==> src/rtl/cmip_hs_pkg.sv <==
// Shared types and defaults for the 4-phase req/ack source-side controller.
package cmip_hs_pkg;

   // Handshake phases, as seen from the source domain.
   typedef enum logic [1:0] {
      IDLE = 2'd0,
      REQ  = 2'd1,
      REL  = 2'd2
   } hs_state_e;

   // Default depth of the ack resynchronizer.
   localparam int SYNC_N_DEF = 2;

endpackage

==> src/rtl/cmip_dff_sync.sv <==
// N-flop resynchronizer for a single asynchronous level into the clk domain.
module cmip_dff_sync #(
   parameter int   N         = 2,
   parameter logic RST_VALUE = 1'b0
) (
   input  logic clk,
   input  logic rstn,
   input  logic d,
   output logic q
);

   logic [N-1:0] sync_q;

   // Shift the async level through the chain; the last flop is the safe copy.
   always_ff @(posedge clk or negedge rstn) begin
      if (!rstn) sync_q <= {N{RST_VALUE}};
      else       sync_q <= {sync_q[N-2:0], d};
   end

   assign q = sync_q[N-1];

endmodule

==> src/rtl/cmip_hs_sync_tx.sv <==
// Source-side controller for a 4-phase req/ack clock-domain crossing.
// Accepts one word on valid/ready, holds it on data_o, raises req_o and
// waits for the resynchronized ack to rise and fall before taking the next.
// A sticky error flags any phase that outlasts TIMEOUT_CYC; the FSM keeps
// waiting regardless so the protocol never gets out of step.
module cmip_hs_sync_tx
   import cmip_hs_pkg::*;
#(
   parameter int DW          = 32,
   parameter int SYNC_N      = SYNC_N_DEF,
   parameter int TO_W        = 16,
   parameter int TIMEOUT_CYC = 1000
) (
   input  logic          clk,
   input  logic          rstn,
   input  logic          in_valid,
   output logic          in_ready,
   input  logic [DW-1:0] in_data,
   output logic          req_o,
   output logic [DW-1:0] data_o,
   input  logic          ack_i,
   output logic          done,
   output logic          busy,
   output logic          timeout_err,
   input  logic          err_clr
);

   // Last counter value allowed before a phase is declared late.
   localparam logic [TO_W-1:0] TO_LAST = TO_W'(TIMEOUT_CYC - 1);
   localparam bit              TO_EN   = (TIMEOUT_CYC != 0);

   hs_state_e       state, state_nx;
   logic            ack_s;
   logic            req_nx;
   logic [DW-1:0]   data_nx;
   logic [TO_W-1:0] cnt, cnt_nx, cnt_inc;
   logic            done_nx;
   logic            err_nx;
   logic            to_hit;

   cmip_dff_sync #(
      .N         (SYNC_N),
      .RST_VALUE (1'b0)
   ) u_ack_sync (
      .clk  (clk),
      .rstn (rstn),
      .d    (ack_i),
      .q    (ack_s)
   );

   // A stale-high ack (after reset or a stuck destination) keeps us from
   // starting a new request until the destination has released it.
   assign in_ready = (state == IDLE) & ~ack_s;
   assign busy     = (state != IDLE);

   assign cnt_inc = (cnt == '1) ? cnt : cnt + TO_W'(1);
   assign to_hit  = TO_EN && (cnt == TO_LAST);

   // Next-state, outputs and timeout bookkeeping for the handshake.
   always_comb begin
      state_nx = state;
      req_nx   = req_o;
      data_nx  = data_o;
      cnt_nx   = cnt;
      done_nx  = 1'b0;
      err_nx   = timeout_err & ~err_clr;
      case (state)
         IDLE: begin
            req_nx = 1'b0;
            if (in_valid && in_ready) begin
               data_nx  = in_data;
               req_nx   = 1'b1;
               state_nx = REQ;
               cnt_nx   = '0;
            end
         end
         REQ: begin
            if (ack_s) begin
               req_nx   = 1'b0;
               state_nx = REL;
               cnt_nx   = '0;
            end else begin
               cnt_nx = cnt_inc;
               if (to_hit) err_nx = 1'b1;
            end
         end
         REL: begin
            if (!ack_s) begin
               state_nx = IDLE;
               done_nx  = 1'b1;
            end else begin
               cnt_nx = cnt_inc;
               if (to_hit) err_nx = 1'b1;
            end
         end
         default: begin
            state_nx = IDLE;
            req_nx   = 1'b0;
         end
      endcase
   end

   // Register state, the held word, the request line and status flags.
   always_ff @(posedge clk or negedge rstn) begin
      if (!rstn) begin
         state       <= IDLE;
         req_o       <= 1'b0;
         data_o      <= '0;
         cnt         <= '0;
         done        <= 1'b0;
         timeout_err <= 1'b0;
      end else begin
         state       <= state_nx;
         req_o       <= req_nx;
         data_o      <= data_nx;
         cnt         <= cnt_nx;
         done        <= done_nx;
         timeout_err <= err_nx;
      end
   end

endmodule

==> config.mk <==
export PLATFORM = sky130hd
export DESIGN_NAME = cmip_hs_sync_tx
export DESIGN_NICKNAME = d
export VERILOG_FILES = /design/src/rtl/cmip_hs_pkg.sv /design/src/rtl/cmip_dff_sync.sv /design/src/rtl/cmip_hs_sync_tx.sv
export SDC_FILE = /design/constraint.sdc
export NUM_CORES = 1
export LEC_CHECK = 0
export ABC_AREA = 1
export CORE_MARGIN = 2
export CORE_UTILIZATION = 43
export CTS_CLUSTER_DIAMETER = 120
export CTS_CLUSTER_SIZE = 28
export DETAILED_ROUTE_END_ITERATION = 6
export MAX_ROUTING_LAYER = met4
export PLACE_DENSITY = 0.76
export SKIP_CTS_REPAIR_TIMING = 1
export SLEW_MARGIN = 15
export SYNTH_ARGS = -nofsm -noshare
export SYNTH_HDL_FRONTEND = slang
export SYNTH_SLANG_ARGS = --single-unit
==> constraint.sdc <==
create_clock -name clk -period 1.5 [get_ports clk]
set_input_delay 0.225 -clock clk [delete_from_list [all_inputs] [get_ports clk]]
set_output_delay 0.225 -clock clk [all_outputs]
set_load 0.01 [all_outputs]
* Yosys cells after proc, flatten, opt, wreduce, memory -nomap -nowiden
Cells that the tools add are included.
** Storage, ports and cells
- Bits in registers :: 55
- Output and inout bits :: 37
- Input bits :: 37
** Operators by class
- Eq/ne operators :: 8
- Reduce and logical (&&, ||, !) cells :: 8
- Bitwise gates (word level) :: 5
- Mux-type cells :: 18
- $add $sub $neg :: 1
** Operators with widths (count)
- $mux 16 :: 4
- $pmux 16 s3 :: 1
- $add 16x1->16 const B :: 1
- $eq 16x10->1 const B :: 1
- $eq 16x16->1 const B :: 1
- $mux 1 :: 7
- $mux 2 :: 3
- $ne 2x1->1 const B :: 3
- $pmux 2 s3 :: 1
- $reduce_and 3->1 :: 2
- $reduce_and 2->1 :: 2
- $not 1->1 :: 3
- $pmux 1 s3 :: 1
- $reduce_bool 3->1 :: 1
- $and 1x1->1 :: 2
- $eq 2x1->1 const B :: 1
- $eq 2x2->1 const B :: 1
- $logic_not 2->1 :: 1
- $ne 2x2->1 const B :: 1
- $pmux 1 s2 :: 1
- $reduce_bool 2->1 :: 1
- $logic_and 1x1->1 :: 1

* Longest topological paths before layout
Gate-level depths: netlist of the first run.
- Depth in word-level cells :: 5
- Depth in mapped cells :: 13

* By module
From an unflattened synthesis of the first run, not the netlist that was laid out.
** Second synthesis, totals
- Cell total of the unflattened synthesis :: 265
- Area total of the unflattened synthesis :: 2633.8 um^2
** Modules (own cells, without submodules)
- cmip_hs_sync_tx :: sequential area each 1326.3 um^2, times used 1, area each 2583.7 um^2, cells each 263
- cmip_dff_sync :: sequential area each 50.0 um^2, times used 1, area each 50.0 um^2, cells each 2

* Worst setup path before layout of the first run
No wires, ideal clock.
- Path type :: flip-flop to flip-flop
- Start :: register state[0]
- End :: register cnt[7]
- Arrival time :: 1430 ps
- Library setup time :: 113 ps
- Buffers on the path :: 1
- Path slack :: -43 ps
- Cell stages (with the launch flop) :: 13
- Data required time :: 1387 ps
- Cell sequence :: dfrtp_1 -> inv_1 -> ha_1 -> nand3_2 -> nand2_1 -> nand2_2 -> inv_2 -> buf_6 -> nand3_1 -> nand2_1 -> nand2_1 -> nand2_1 -> inv_1
** Between the ends
- Word-level cells in the longest chain between the ends :: 5
- Elaborated cells between the ends (all ways) :: 10
- Those cells by class :: eq/ne: 4; mux: 1; bitwise: 1; reduce/logical: 4
** RTL lines
- start: declaration :: line cmip_hs_sync_tx.sv:32 : hs_state_e state, state_nx;
- start signal: assignment :: line cmip_hs_sync_tx.sv:113 : state <= state_nx;
- $logic_not 2->1 :: line cmip_hs_sync_tx.sv:53, cmip_hs_sync_tx.sv:67
- $and 1x1->1 :: line cmip_hs_sync_tx.sv:53 : assign in_ready = (state == IDLE) & ~ack_s;
- $logic_and 1x1->1 :: line cmip_hs_sync_tx.sv:70 : if (in_valid && in_ready) begin
- $ne 2x1->1 (no source line)
- $reduce_and 3->1 (no source line)
- end signal: assignment :: line cmip_hs_sync_tx.sv:116 : cnt <= cnt_nx;
- end: declaration :: line cmip_hs_sync_tx.sv:36 : logic [TO_W-1:0] cnt, cnt_nx, cnt_inc;
Parallel ways exist; a longest one is shown, timed or not.
A chain may end at the register's enable or synchronous reset.

* Worst setup path in the final report of the first run
- Start :: register state[1]
- End :: register cnt[11]
Same word-level chain as after synthesis.

==> results of run 1 <==
[report_power, final]
part | switching (mW) | total (mW) | internal [mW]
logic | 1.88 | 4.37 | 2.48
clock network | 0.519 | 0.859 | 0.339
registers | 0.276 | 2.27 | 2.00
total | 2.68 | 7.50 | 4.82
[cells by family (layout without fill, tap and decap cells)]
logic type                 count (synthesis)  in the layout
muxes                                     32             32
and+or+nand+nor                          117            117
AOI/OAI and AO/OA                         21             21
adders and majority gates                  6              6
buffers and inverters                     38            150
DFF                                       55             55
[worst max-delay path: stages, from the launching register on]
cell and delay (ns):
dfrtp_1 0.43, buf_6 0.14, ha_4 0.16, inv_4 0.06, nor2_4 0.04, nor2_2 0.13, nand2_2 0.10, inv_4 0.09
buf_12 0.12, buf_8 0.11, buf_6 0.09, nand4_1 0.08, nand2_1 0.09, nand2_1 0.07, inv_1 0.06
[sequential cells by signal, indices dropped and copies added, names as in the netlist]
register,flops
cnt,16
state,2
done,1
data_o,32
u_ack_sync.sync_q,2
timeout_err,1
req_o,1
[metrics by stage]
| stage | hold WS [ns] | power, mW | worst slack (ns) | instances | instance area (µm²) |
|---|---|---|---|---|---|
| CTS | -0.1451 | 6.429 | -0.4643 | 442 | 3701 |
| finish | 0.3584 | 7.496 | -0.3262 | 456 | 4016 |
| floorplan | -0.07059 | 3.821 | 0.003967 | 269 | 2601 |
| global placement | 0.1978 | 5.479 | -0.1025 | 434 | 3610 |
| global route | 0.3465 | 7.909 | -0.3798 | 456 | 4016 |
| detailed placement | 0.1990 | 5.553 | -0.1417 | 434 | 3610 |
[placed cells by master (no fill, tap or decap), types with 2 or more instances in the layout]
master and count:
clkdlybuf4s50_1 64, dfrtp_1 55, nand2_1 54, mux2_2 31, inv_1 22, buf_4 22, nor2_1 19, nand4_1 12
nand3_1 12, buf_6 8, inv_2 6, o21ai_0 6, nand2_2 6, dlymetal6s2s_1 6, o21ai_1 5, clkbuf_8 5
buf_12 5, nor2_2 4, a21oi_1 4, inv_4 3, nor2_4 3, a21oi_2 3, ha_4 3, ha_1 3
o21ai_2 2, nor3_1 2, nand3_2 2, inv_6 2, clkbuf_16 2, buf_2 2
[layout make-up]
class,count,area share (%)
inverters,31,3.084
flip-flops and latches,55,34.27
clock buffers,5,1.713
repair buffers,111,28.79
clock inverters,3,0.5607
multi-input cells,176,29.25
well taps,75,2.336
[worst max path at each step]
stage | from | slack [ns] | end | cells after the start
finish | state[1] | -0.33 | cnt[11] | 14
global route | state[1] | -0.38 | cnt[2] | 13
CTS | state[1] | -0.46 | in_ready | 5
detailed placement | state[1] | -0.14 | state[0] | 10
global placement | in_valid | -0.10 | cnt[7] | 10
floorplan | state[1] | 0.004 | cnt[7] | 12
[per-layer routing]
metal	share of wire (%)	GRT usage, %	vias to the layer above
met2	49	30.25	100
met5	0	-	-
li1	-	-	1097
met3	8.3	6.593	15
met4	1.7	5.833	0
met1	41	23.94	1114
==> impl_metrics.yaml, run 1 <==
critical_path:
  timing.rr.start: "state[1]"
  crit_path_start_kind: "flip-flop"
  ff2ff_setup_slack_ns: -0.33
  required_ns: 1.75
  cp-end-kind: "flip-flop"
  worstSetupPathType: "flip-flop to flip-flop"
  r2r_cells: 14
  r2r-end: "cnt[11]"
  cp.arrival_ns: 2.08
  crit_path_max_fanout: 6
clock_tree:
  root_buffer: "clkbuf_8"
  clkSinkCount: 55
  clk_latency_ns: 0.31
  path_clk_slew_ns: 0.10
  cts_buffers: 5
  htreeDepth: 2
  cts_tree: "yes"
  clk_path_buf_depth: 2
route:
  firstDrtPassIters: 6
  viasPerCell: 5.101
  post_drt_wl_per_cell_um: 14.67
  drc: 0
  drtIter0Drc: 137
  wirelength_mm: 6.689
  antenna_left: 0
  vias: 2326
run_status:
  violations: "setup timing"
  status: "complete, but fails checks"
sta:
  clock_skew_ns: 0.005593
  fin_crit_ns: 1.826
  tightest_slew_ns: 0.4545
  max_slew_margin_pct: 69.70
  finalWorstSetupSlack_ns: -0.3262
  grt_setup_unrepaired: "yes"
  max_clock_freq_ghz: 0.5476
  tns_ns: -3.487
  hold_viol: 0
  post-route-period-util_pct: 121.7
  setup_violations: 23
  finalMaxSlewViolations: 0
synthesis:
  yosysWarnings: 0
  synth-async-reset-ratio_pct: 100.0
  yosysMostFrequentCell: "nand2_1"
  synth_area_leaders: "dfrtp_1, mux2_2, nand2_1, inv_1, nor2_1"
  synthFlopType: "dfrtp_1"
  ys_ff_latch: 55
  synthAdderAreaFrac_pct: 2.900
  synth_nets: 312
  syn_avg_cell_area_um2: 9.624
  synth_commonest_cells: "nand2_1, dfrtp_1, mux2_2"
  synth_top_family_by_area: "simple AND/OR/NAND/NOR gates"
  syn_area_um2: 2589
  synth_edf_count: 0
  seq_area_frac_synth_pct: 53.17
  netlist.area_leader.share_pct: 53.17
  synth_cells: 269
  synth_top_cell_by_area: "dfrtp_1"
  muxShareOfSynthArea_pct: 13.92
  synth_cell_type_count: 20
  synth_xor_area_share_pct: 0
  synth_simple_gate_area_share_pct: 19.77
  synth_compound_area_share_pct: 4.157
cells_and_area:
  layout-drive-gt1-share_pct: 29.92
  nets: 423
  post-route-util_pct: 68.24
  multi_input_area_um2: 1175
  areaGrowthSynthToFinish_pct: 55.15
  diodes: 0
  fillers: 428
  layout.area.seq_um2: 1376
grt:
  grt_antenna_before_repair: 0
  grt_overflow: 0
  grt_pass1_vias: 2207
  grt_max_degree: 28
  grt_usage_pct: 19.35
  grt_pass1_wl_mm: 9.625
placed_design:
  gp_congestion: 0.8978
  hpwlAfterDp_mm: 4.469
  portBuffers: 73
floorplan:
  core.rowCount: 28
  die_x_um: 81.59
  coreArea_um2: 5886
  dieHeight_um: 81.59
  initial_core_util_pct: 43.98
  io_pins: 74
  dieArea_um2: 6657
power:
  power_density_nw_per_um2: 1866
  max-vdd-ir-drop_uv: 1322
  p_leak_nw: 1.853
flow_run:
  maxCapViolations: 0
hold_path:
  hp-class: "input pin to flip-flop"
  holdPathEnd: "u_ack_sync.sync_q[0]"
  holdPathStages: 1
  hp-start: "ack_i"
(Power assumes the default switching activity.)
==> run 2, diff against run 1 <==
Settings changed: ABC_AREA 1 to 0, CAP_MARGIN from default to 30, CORE_UTILIZATION 43 to 42, PLACE_DENSITY 0.76 to 0.75.
==> impl_metrics.yaml, run 2 <==
route:
  drtIter0Drc: 120
  post_drt_wl_per_cell_um: 16.47
  viasPerCell: 5.200
  firstDrtPassIters: 4
  wirelength_mm: 6.654
  vias: 2101
  drc: 0
  antenna_left: 0
hold_path:
  hp-start: "ack_i"
  holdPathEnd: "u_ack_sync.sync_q[0]"
  hp-class: "input pin to flip-flop"
  holdPathStages: 1
floorplan:
  coreArea_um2: 5816
  core.rowCount: 28
  dieArea_um2: 6557
  dieHeight_um: 80.98
  die_x_um: 80.98
  io_pins: 74
  initial_core_util_pct: 42.79
cells_and_area:
  final_common_cell: "clkdlybuf4s50_1"
  fillers: 431
  layout-drive-gt1-share_pct: 41.34
  postLayoutCellArea_um2: 4104
  layout.area.seq_um2: 1378
  final_cell_mix: "clkdlybuf4s50_1, dfrtp_1, buf_4"
  largest_reg_flops: 32
  diodes: 0
  reg.largest.list: "data_o: 32 flops, cnt: 16 flops"
  nets: 371
  multi_input_area_um2: 1287
  areaGrowthSynthToFinish_pct: 64.91
  top_register: "data_o"
critical_path:
  worstSetupPathType: "flip-flop to flip-flop"
  crit_path_start_kind: "flip-flop"
  crit_path_max_fanout: 5
  cp.arrival_ns: 1.98
  cp-end-kind: "flip-flop"
  timing.rr.start: "state[0]"
  ff2ff_setup_slack_ns: -0.28
  r2r_cells: 9
  r2r-end: "cnt[6]"
  required_ns: 1.70
synthesis:
  synth-async-reset-ratio_pct: 100.0
  synthFlopType: "dfrtp_1"
  synth_commonest_cells: "dfrtp_1, mux2_2, nor2_1"
  yosysMostFrequentCell: "dfrtp_1"
  syn_avg_cell_area_um2: 12.26
  syn_area_um2: 2489
  synth_cells: 203
  synth_area_leaders: "dfrtp_1, mux2_2, ha_1, nor2_1, xor2_1"
  yosysWarnings: 0
  synth_top_cell_by_area: "dfrtp_1"
  ys_ff_latch: 55
  synth_nets: 246
  synth_cell_type_count: 36
  synth_edf_count: 0
  netlist.area_leader.share_pct: 55.30
  seq_area_frac_synth_pct: 55.30
run_status:
  status: "complete, but fails checks"
  violations: "setup timing"
clock_tree:
  htreeDepth: 2
  clk_latency_ns: 0.31
  path_clk_slew_ns: 0.10
  clkSinkCount: 55
  cts_buffers: 5
  cts_tree: "yes"
  root_buffer: "clkbuf_8"
  clk_path_buf_depth: 2
power:
  comb_power_share_pct: 55.4
  seqPwrFrac_pct: 32.5
  p_clk_share_pct: 12.1
  max-vdd-ir-drop_uv: 969.2
  p_leak_nw: 1.892
  p_int_mw: 4.565
  netSwitchingPower_mw: 2.421
  netSwitchingFraction_pct: 34.65
  power_density_nw_per_um2: 1702
flow_run:
  maxCapViolations: 0
grt:
  grt_overflow: 0
  grt_usage_pct: 18.84
  grt_pass1_wl_mm: 9.204
  grt_max_degree: 56
  grt_antenna_before_repair: 0
  grt_pass1_vias: 1967
sta:
  max_clock_freq_ghz: 0.5627
  fin_crit_ns: 1.777
  tightest_slew_ns: 0.3025
  finalWorstSetupSlack_ns: -0.2770
  max_slew_margin_pct: 79.68
  grt_setup_unrepaired: "yes"
  tns_ns: -7.058
  hold_viol: 0
  setup_violations: 53
  finalMaxSlewViolations: 0
  clock_skew_ns: 0.003404
  post-route-period-util_pct: 118.5
placed_design:
  portBuffers: 73
  placed_area_um2: 3689
  hpwlAfterDp_mm: 4.121
  gp_congestion: 0.8575
[run 2: changes by cell type after synthesis, moves of 4 or more]
cell | previous run | this run
buf_2 | 6 | 0
and3_1 | 0 | 4
o31ai_1 | 0 | 5
inv_1 | 28 | 3
nand4_1 | 12 | 8
nor2_1 | 22 | 15
nor2_2 | 4 | 0
xor2_1 | 0 | 6
o21ai_0 | 10 | 4
nand2_1 | 60 | 7
nand3_1 | 14 | 9
[run 2: worst max path at each step]
stage / slack, ns / from / cells after the start / endpoint
2_1_floorplan: -0.25 / cnt[0] / 8 / cnt[10]
3_3_place_gp: -0.30 / in_valid / 6 / cnt[8]
3_5_place_dp: -0.38 / in_valid / 5 / cnt[6]
4_1_cts: -0.52 / state[1] / 5 / in_ready
5_1_grt: -0.33 / state[0] / 9 / cnt[5]
6_report: -0.28 / state[0] / 9 / cnt[6]
[run 2: metrics by stage]
step                      hold slack, ns  utilization [%]  power [mW]  setup slack [ns]  std cells
after floorplan                 -0.07059                -       3.949           -0.2541        203
after global placement            0.2461            63.43       5.447           -0.3031        384
after detailed placement          0.2463            63.43       5.537           -0.3813        384
after CTS                       -0.09493            65.00       6.407           -0.5190        392
after global routing              0.3249            70.57       7.349           -0.3348        404
final                             0.3447            70.57       6.986           -0.2770        404
[run 2: cells by family (layout without fill, tap and decap cells)]
family	after synthesis	count (layout)	share of synthesized area, %
mux	37	37	16.59
flops	55	55	55.30
buf+inv	10	135	2.112
simple gates	64	65	14.48
fa+ha+maj	6	6	3.017
compound gates	25	25	6.385
xor+xnor	6	6	2.112
[run 2: worst max-delay path, cell delays in order, from the launching register on]
cell and delay, ns:
dfrtp_1 0.42, buf_6 0.13, buf_4 0.14, ha_4 0.15
nor2b_4 0.14, o21ai_4 0.24, buf_4 0.17, a31oi_1 0.04
o21ai_1 0.15, o31ai_2 0.09
[run 2: cell type report]
| class | instances | area share (%) |
|---|---|---|
| Clock buffer | 5 | 1.677 |
| Clock inverter | 3 | 0.5488 |
| Inverter | 3 | 0.3354 |
| Multi-Input combinational cell | 139 | 31.37 |
| Sequential cell | 55 | 33.57 |
| Tap cell | 75 | 2.287 |
| Timing Repair Buffer | 124 | 30.21 |
[run 2: layer usage]
metal  vias up  global-route usage, %  wire [µm]
li1        980                      -          -
met1      1046                  24.44       2873
met2        63                  28.84       3427
met3        12                  4.889        262
met4         0                  6.441         91
met5         -                      -          0
[run 2: power by group through the flow]
stage	clock network [mW]	logic (mW)	registers (mW)
3_3_place_gp	0	3.19	2.26
5_1_grt	0.937	4.08	2.33
2_1_floorplan	0	1.44	2.51
3_5_place_dp	0	3.25	2.29
4_1_cts	0.874	3.27	2.26
6_report	0.846	3.87	2.27
